`src/rtl/snake_dir_queue_pkg.sv`:
```
// Shared definitions for the snake direction queue.
//   - DIR_* : 2-bit direction codes used on Dir and inside the queue
//   - state_t : gating state of the input stage (RUN / PAUSED / OVER)
//   - opposite() : the direction that would reverse the snake onto itself
package snake_dir_queue_pkg;

    localparam logic [1:0] DIR_UP    = 2'd0;
    localparam logic [1:0] DIR_DOWN  = 2'd1;
    localparam logic [1:0] DIR_LEFT  = 2'd2;
    localparam logic [1:0] DIR_RIGHT = 2'd3;

    typedef enum logic [1:0] {
        ST_RUN    = 2'd0,
        ST_PAUSED = 2'd1,
        ST_OVER   = 2'd2
    } state_t;

    // UP<->DOWN and LEFT<->RIGHT differ only in bit 0.
    function automatic logic [1:0] opposite(input logic [1:0] d);
        return {d[1], ~d[0]};
    endfunction

endpackage

```
`src/rtl/snake_dir_queue_if.sv`:
```
// Bundle between the button/core side and the direction queue.
//   master : drives Tick, Btn*, GameOver; observes Dir, StepEn, Paused, Count, DbgState
//   slave  : the queue itself (opposite directions)
// Handshake: StepEn is a valid-only strobe. When StepEn is high for one cycle,
// Dir in that same cycle is the direction to step; the core has no ready and
// must consume it, so there is no back-pressure on this path.
interface snake_dir_queue_if
    import snake_dir_queue_pkg::*;
#(
    parameter int DEPTH = 2
);
    localparam int CW = $clog2(DEPTH) + 1;

    logic          Tick;
    logic          BtnUp;
    logic          BtnDown;
    logic          BtnLeft;
    logic          BtnRight;
    logic          BtnCenter;
    logic          GameOver;
    logic [1:0]    Dir;
    logic          StepEn;
    logic          Paused;
    logic [CW-1:0] Count;
    state_t        DbgState;

    modport master (
        output Tick, BtnUp, BtnDown, BtnLeft, BtnRight, BtnCenter, GameOver,
        input  Dir, StepEn, Paused, Count, DbgState
    );

    modport slave (
        input  Tick, BtnUp, BtnDown, BtnLeft, BtnRight, BtnCenter, GameOver,
        output Dir, StepEn, Paused, Count, DbgState
    );

endinterface

```
`src/rtl/snake_dir_queue_dir_fifo.sv`:
```
// DEPTH x 2-bit circular FIFO holding pending direction changes.
//   Clock, Reset : system clock, synchronous active-high reset
//   Push, WrData : append WrData as the newest entry
//   Pop          : drop the oldest entry (caller guarantees Count>0)
//   Flush        : empty the queue; overrides Push and Pop
//   Head         : oldest entry, Tail : newest entry, Count : occupancy
module snake_dir_queue_dir_fifo #(
    parameter int DEPTH = 2
) (
    input  logic                       Clock,
    input  logic                       Reset,
    input  logic                       Push,
    input  logic                       Pop,
    input  logic                       Flush,
    input  logic [1:0]                 WrData,
    output logic [1:0]                 Head,
    output logic [1:0]                 Tail,
    output logic [$clog2(DEPTH):0]     Count
);
    localparam int AW = $clog2(DEPTH);
    localparam int CW = AW + 1;

    logic [1:0]    mem_q [DEPTH];
    logic [1:0]    mem_d [DEPTH];
    logic [AW-1:0] rd_ptr_q, rd_ptr_d;
    logic [AW-1:0] wr_ptr_q, wr_ptr_d;
    logic [CW-1:0] count_q, count_d;

    always_comb begin
        mem_d    = mem_q;
        rd_ptr_d = rd_ptr_q;
        wr_ptr_d = wr_ptr_q;
        count_d  = count_q;
        if (Flush) begin
            rd_ptr_d = '0;
            wr_ptr_d = '0;
            count_d  = '0;
        end else begin
            // Pointers are AW bits over a power-of-two depth, so they wrap for free.
            if (Push) begin
                mem_d[wr_ptr_q] = WrData;
                wr_ptr_d        = wr_ptr_q + AW'(1);
            end
            if (Pop) begin
                rd_ptr_d = rd_ptr_q + AW'(1);
            end
            case ({Push, Pop})
                2'b10:   count_d = count_q + CW'(1);
                2'b01:   count_d = count_q - CW'(1);
                default: count_d = count_q;
            endcase
        end
    end

    always_ff @(posedge Clock) begin
        if (Reset) begin
            rd_ptr_q <= '0;
            wr_ptr_q <= '0;
            count_q  <= '0;
            for (int i = 0; i < DEPTH; i++) begin
                mem_q[i] <= 2'b00;
            end
        end else begin
            mem_q    <= mem_d;
            rd_ptr_q <= rd_ptr_d;
            wr_ptr_q <= wr_ptr_d;
            count_q  <= count_d;
        end
    end

    assign Head  = mem_q[rd_ptr_q];
    assign Tail  = mem_q[wr_ptr_q - AW'(1)];
    assign Count = count_q;

endmodule

```
`src/rtl/snake_dir_queue.sv`:
```
// Input stage in front of the snake game core. Converts debounced button
// levels into a queue of legal direction changes, hands the core one
// Dir/StepEn pair per game tick, and owns pause and game-over gating.
//   Clock, Reset : system clock, synchronous active-high reset
//   bus (slave)  : Tick, Btn{Up,Down,Left,Right,Center}, GameOver in;
//                  Dir, StepEn, Paused, Count, DbgState out
module snake_dir_queue
    import snake_dir_queue_pkg::*;
#(
    parameter int         DEPTH    = 2,
    parameter logic [1:0] INIT_DIR = DIR_RIGHT
) (
    input  logic               Clock,
    input  logic               Reset,
    snake_dir_queue_if.slave   bus
);
    localparam int CW = $clog2(DEPTH) + 1;

    // Button vector: bit index of [3:0] equals the direction code.
    logic [4:0]    btn;
    logic [4:0]    btn_prev_q, btn_prev_d;
    logic [4:0]    press;

    state_t        state_q, state_d;
    logic [1:0]    dir_q, dir_d;
    logic          step_en_q, step_en_d;

    logic [1:0]    cand;
    logic          cand_valid;
    logic [1:0]    ref_dir;
    logic          run_ok;
    logic          do_pop;
    logic          do_push;
    logic          do_flush;

    logic [1:0]    fifo_head;
    logic [1:0]    fifo_tail;
    logic [CW-1:0] fifo_count;

    assign btn   = {bus.BtnCenter, bus.BtnRight, bus.BtnLeft, bus.BtnDown, bus.BtnUp};
    assign press = btn & ~btn_prev_q;

    // Several simultaneous presses: lowest direction code wins (UP>DOWN>LEFT>RIGHT).
    always_comb begin
        cand       = DIR_UP;
        cand_valid = 1'b1;
        if (press[0])      cand = DIR_UP;
        else if (press[1]) cand = DIR_DOWN;
        else if (press[2]) cand = DIR_LEFT;
        else if (press[3]) cand = DIR_RIGHT;
        else               cand_valid = 1'b0;
    end

    // A new move is judged against where the snake will be heading once all
    // queued moves have been applied, not against the current direction.
    assign ref_dir = (fifo_count != '0) ? fifo_tail : dir_q;

    // GameOver wins over everything in its own cycle: no pop, push or step.
    assign run_ok   = (state_q == ST_RUN) && !bus.GameOver;
    assign do_pop   = run_ok && bus.Tick && (fifo_count != '0);
    assign do_push  = run_ok && cand_valid
                      && (cand != ref_dir) && (cand != opposite(ref_dir))
                      && ((fifo_count < CW'(DEPTH)) || do_pop);
    assign do_flush = bus.GameOver || (state_q == ST_OVER);

    snake_dir_queue_dir_fifo #(
        .DEPTH (DEPTH)
    ) u_dir_fifo (
        .Clock  (Clock),
        .Reset  (Reset),
        .Push   (do_push),
        .Pop    (do_pop),
        .Flush  (do_flush),
        .WrData (cand),
        .Head   (fifo_head),
        .Tail   (fifo_tail),
        .Count  (fifo_count)
    );

    // Datapath next-state: edge registers, Dir, StepEn.
    always_comb begin
        btn_prev_d = btn;
        dir_d      = do_pop ? fifo_head : dir_q;
        // Tick is judged in the current state, so a Tick coinciding with a
        // pausing center press still produces its step.
        step_en_d  = run_ok && bus.Tick;
    end

    // FSM: next state.
    always_comb begin
        state_d = state_q;
        if (bus.GameOver) begin
            state_d = ST_OVER;
        end else begin
            case (state_q)
                ST_RUN:    if (press[4]) state_d = ST_PAUSED;
                ST_PAUSED: if (press[4]) state_d = ST_RUN;
                ST_OVER:   state_d = ST_OVER;
                default:   state_d = ST_RUN;
            endcase
        end
    end

    // FSM + datapath registers. Edge registers load live levels on reset so a
    // button held through reset does not register as a press.
    always_ff @(posedge Clock) begin
        if (Reset) begin
            state_q    <= ST_RUN;
            dir_q      <= INIT_DIR;
            step_en_q  <= 1'b0;
            btn_prev_q <= btn;
        end else begin
            state_q    <= state_d;
            dir_q      <= dir_d;
            step_en_q  <= step_en_d;
            btn_prev_q <= btn_prev_d;
        end
    end

    // FSM: outputs.
    always_comb begin
        bus.Paused   = (state_q == ST_PAUSED);
        bus.DbgState = state_q;
        bus.StepEn   = step_en_q;
        bus.Dir      = dir_q;
        bus.Count    = fifo_count;
    end

endmodule

```
`src/flat_wrapper.sv`:
```
// flat-port wrapper written by rule: the top's interface ports become plain ports
module snake_dir_queue_flat import snake_dir_queue_pkg::*;
#(
    parameter int         DEPTH    = 2,
    parameter logic [1:0] INIT_DIR = DIR_RIGHT
)
  (Clock, Reset, bus_Tick, bus_BtnUp, bus_BtnDown, bus_BtnLeft, bus_BtnRight, bus_BtnCenter, bus_GameOver, bus_Dir, bus_StepEn, bus_Paused, bus_Count, bus_DbgState);
  snake_dir_queue_if #(.DEPTH(DEPTH)) bus_i ();
  input  logic Clock;
  input  logic Reset;
  input wire logic [$bits(bus_i.Tick)-1:0] bus_Tick;
  input wire logic [$bits(bus_i.BtnUp)-1:0] bus_BtnUp;
  input wire logic [$bits(bus_i.BtnDown)-1:0] bus_BtnDown;
  input wire logic [$bits(bus_i.BtnLeft)-1:0] bus_BtnLeft;
  input wire logic [$bits(bus_i.BtnRight)-1:0] bus_BtnRight;
  input wire logic [$bits(bus_i.BtnCenter)-1:0] bus_BtnCenter;
  input wire logic [$bits(bus_i.GameOver)-1:0] bus_GameOver;
  output wire logic [$bits(bus_i.Dir)-1:0] bus_Dir;
  output wire logic [$bits(bus_i.StepEn)-1:0] bus_StepEn;
  output wire logic [$bits(bus_i.Paused)-1:0] bus_Paused;
  output wire logic [$bits(bus_i.Count)-1:0] bus_Count;
  output wire logic [$bits(bus_i.DbgState)-1:0] bus_DbgState;
  assign bus_i.Tick = bus_Tick;
  assign bus_i.BtnUp = bus_BtnUp;
  assign bus_i.BtnDown = bus_BtnDown;
  assign bus_i.BtnLeft = bus_BtnLeft;
  assign bus_i.BtnRight = bus_BtnRight;
  assign bus_i.BtnCenter = bus_BtnCenter;
  assign bus_i.GameOver = bus_GameOver;
  assign bus_Dir = bus_i.Dir;
  assign bus_StepEn = bus_i.StepEn;
  assign bus_Paused = bus_i.Paused;
  assign bus_Count = bus_i.Count;
  assign bus_DbgState = bus_i.DbgState;
  snake_dir_queue #(.DEPTH(DEPTH), .INIT_DIR(INIT_DIR)) u_core (.Clock(Clock), .Reset(Reset), .bus(bus_i));
endmodule
```
`config.mk`:
```
export PLATFORM = sky130hd
export DESIGN_NAME = snake_dir_queue_flat
export DESIGN_NICKNAME = d
export VERILOG_FILES = /design/src/rtl/snake_dir_queue_pkg.sv /design/src/rtl/snake_dir_queue_if.sv /design/src/rtl/snake_dir_queue_dir_fifo.sv /design/src/rtl/snake_dir_queue.sv /design/src/flat_wrapper.sv
export SDC_FILE = /design/constraint.sdc
export NUM_CORES = 1
export LEC_CHECK = 0
export CORE_MARGIN = 2
export CORE_UTILIZATION = 51
export CTS_BUF_LIST = sky130_fd_sc_hd__clkbuf_2 sky130_fd_sc_hd__clkbuf_4 sky130_fd_sc_hd__clkbuf_8
export DETAILED_ROUTE_END_ITERATION = 8
export GPL_ROUTABILITY_DRIVEN = 0
export PLACE_DENSITY = 0.87
export SKIP_CTS_REPAIR_TIMING = 1
export SYNTH_ARGS = -nofsm -noshare
export SYNTH_HDL_FRONTEND = slang
export SYNTH_SLANG_ARGS = --single-unit
```
`constraint.sdc`:
```
create_clock -name Clock -period 2.8 [get_ports Clock]
set_input_delay 0.56 -clock Clock [delete_from_list [all_inputs] [get_ports Clock]]
set_output_delay 0.56 -clock Clock [all_outputs]
set_load 0.02 [all_outputs]
```
==> flow_summary.ini <==
[status]
status = completed

[run]
drv_cap = 0

[drt]
wl_per_cell_um = 13.60
via_per_inst = 5.526
vias = 641
post-route-drc-count = 0
firstDrtPassIters = 4
routed_wirelength_um = 1578
drt_iter0_drc = 11
postRouteAntennaNets = 0

[sta]
setup_violations = 0
finalMaxSlewViolations = 0
maxSlewHeadroom_pct = 73.17
final_hold_viol_count = 0
rsz0062_at_grt = false
whs_ns = 0.4925
fin_worst_skew_ns = 0.005875
period_needed_ns = 2.541
period_share_pct = 90.76
fmax_mhz = 393.5
worst_slew_pin_slew_ns = 0.4024

[final_layout]
fin_util_pct = 69.35
syn2layout_area_growth_pct = 27.87
design_area_sq_um = 1045
diodes = 0
fillers = 112
drive_above_1_share_pct = 16.00
multi_input_area_sq_um = 441.7
layout.nets = 111
final-seq-area_sq_um = 360.3

[clock_tree]
cts_root_buf = clkbuf_4
clk_pin_slew_ns = 0.10
clock-sinks = 18
clk_latency_ns = 0.31
numCtsBuffers = 3
cts_buffer_depth = 2
cts_tree = built
cts_max_level = 1

[floorplan]
die_x_um = 44.03
fp.dieH_um = 44.03
die_area_sq_um = 1938
ios = 17
core_sq_um = 1506
row_count = 14
floorplan.initialDensity_pct = 54.24

[synthesis]
ys_ff_latch = 18
synth_edf_count = 0
syn_inst = 79
synthesis.nets = 89
ys_types = 32
synth_ff_type = dfxtp_1
seq_area_frac_synth_pct = 44.10
avgSynthCellArea_sq_um = 10.34
synth_area_sq_um = 817.0
async_reset_ff_share_pct = 0
ys_warn_count = 0

[placed_design]
place_area_sq_um = 1008
io_buffer_count = 16
hpwl_um = 1181

[global_routing]
grt_max_degree = 12
first_global_vias = 618
grt_use_total_pct = 18.80
grt_antenna_before_repair = 0
grt_pass1_wl_um = 2649
grt-ovfl-total = 0

[setup_path]
cp-end-kind = flip-flop
critPathRequiredTime_ns = 3.03
crit_type = in -> reg
start_kind = primary input
crit_path_max_fanout = 3
crit_arrival_ns = 2.78

[min_path]
holdCritPathClass = reg -> reg

[pwr]
power_frac_seq_pct = 54.1
pwr_density_cell_nw_per_um2 = 476.5
p_switching_uw = 122.3
total_power_uw = 497.8
comb_power_share_pct = 12.6
power_leakage_nw = 0.4002
intPower_uw = 375.6
power.share.clock_pct = 33.3
ir_drop_mv = 0.3647
switching_share_pct = 24.56
cells in the mapped netlist (3+ instances only):
library cell	instances	share of area, %
nor2_1	9	4.1
dfxtp_1	18	44
nor2b_1	7	5.4
xnor2_1	3	3.2
or3_1	3	2.3
mux2i_1	3	3.7
inv_1	3	1.4
metal layers:
layer  wire [um]  up-vias  GRT usage, %
met4          34        0         10.30
li1            -      322             -
met1         720      295         22.34
met5           0        -             0
met2         770       17         31.76
met3          53        7         3.673
cell type report:
| type | instances | area share (%) |
|---|---|---|
| multi-input cells | 57 | 42.28 |
| flip-flops and latches | 18 | 34.49 |
| repair buffers | 18 | 16.77 |
| clock buffers | 4 | 3.473 |
| well taps | 16 | 1.916 |
| inverters | 3 | 1.078 |
worst paths after layout:
check             cells past startpoint                                 endpoint                                     from  slack (ns)
hold / removal                        2  u_core.u_dir_fifo.mem_q[2]$_SDFFE_PP0P_  u_core.u_dir_fifo.mem_q[2]$_SDFFE_PP0P_        0.49
setup reg to reg                      7  u_core.u_dir_fifo.Count[1]$_SDFFE_PP0P_  u_core.u_dir_fifo.Count[1]$_SDFFE_PP0P_        0.55
hold reg to reg                       2  u_core.u_dir_fifo.mem_q[2]$_SDFFE_PP0P_  u_core.u_dir_fifo.mem_q[2]$_SDFFE_PP0P_        0.49
setup / recovery                      8  u_core.u_dir_fifo.Count[1]$_SDFFE_PP0P_                             bus_BtnRight        0.26
stage by stage:
step / std cells / setup WS, ns / setup TNS [ns]
floorplan: 79 / 0.6334 / 0
finish: 116 / 0.2589 / 0
CTS: 116 / 0.2848 / 0
global placement: 112 / 0.08990 / 0
global route: 116 / 0.2122 / 0
detailed placement: 112 / -0.02989 / -0.02989
placed cells by master, fill, tap and decap left out, drive strengths merged:
cell           count
a2111oi            1
a211o              2
a211oi             2
a21oi              2
a311oi             1
a31oi              2
and2               2
buf                2
clkbuf             4
clkdlybuf4s50     16
dfxtp             18
ha                 1
inv                3
mux2               4
mux2i              3
nand2              2
nand2b             2
nand3              1
nor2               9
nor2b              7
nor3               2
nor4               1
o21ai              1
o2bb2ai            1
o32ai              1
or2b               2
or3                4
xnor2              3
xor2               1
worst max-delay path, cell delays in order:
cell and delay [ns]:
clkdlybuf4s50_1 0.49, or2b_1 0.23, a211oi_1 0.36, o2bb2ai_2 0.17, nand2_2 0.10, ha_1 0.36, or3_1 0.35, a21oi_1 0.16
registers in the layout (all words and copies together) (netlist names):
| name | count |
|---|---|
| u_core.u_dir_fifo.mem_q | 4 |
| u_core.bus.StepEn | 1 |
| u_core.u_dir_fifo.Count | 2 |
| u_core.bus.DbgState | 2 |
| u_core.bus.Dir | 2 |
| u_core.u_dir_fifo.rd_ptr_q | 1 |
| u_core.u_dir_fifo.wr_ptr_q | 1 |
| u_core.btn_prev_q | 5 |
cells by family (layout without fill, tap and decap cells):
group | after synthesis | after routing | share of synthesized area (%)
and+or+nand+nor | 32 | 32 | 23.43
xor gates and xnor gates | 4 | 4 | 4.289
muxes | 7 | 7 | 10.11
AOI/OAI and AO/OA | 13 | 13 | 14.70
DFF | 18 | 18 | 44.10
adders and majority gates | 1 | 1 | 1.531
buffers and inverters | 4 | 25 | 1.837
power groups by stage:
| stage | clock network [mW] | logic (mW) | registers, mW |
|---|---|---|---|
| 6_report | 0.166 | 0.0627 | 0.269 |
| 5_1_grt | 0.174 | 0.0679 | 0.270 |
| 4_1_cts | 0.168 | 0.0626 | 0.269 |
| 3_5_place_dp | 0 | 0.0620 | 0.275 |
| 3_3_place_gp | 0 | 0.0605 | 0.275 |
| 2_1_floorplan | 0 | 0.0336 | 0.277 |
No activity file was read; power rests on OpenSTA's default activity.
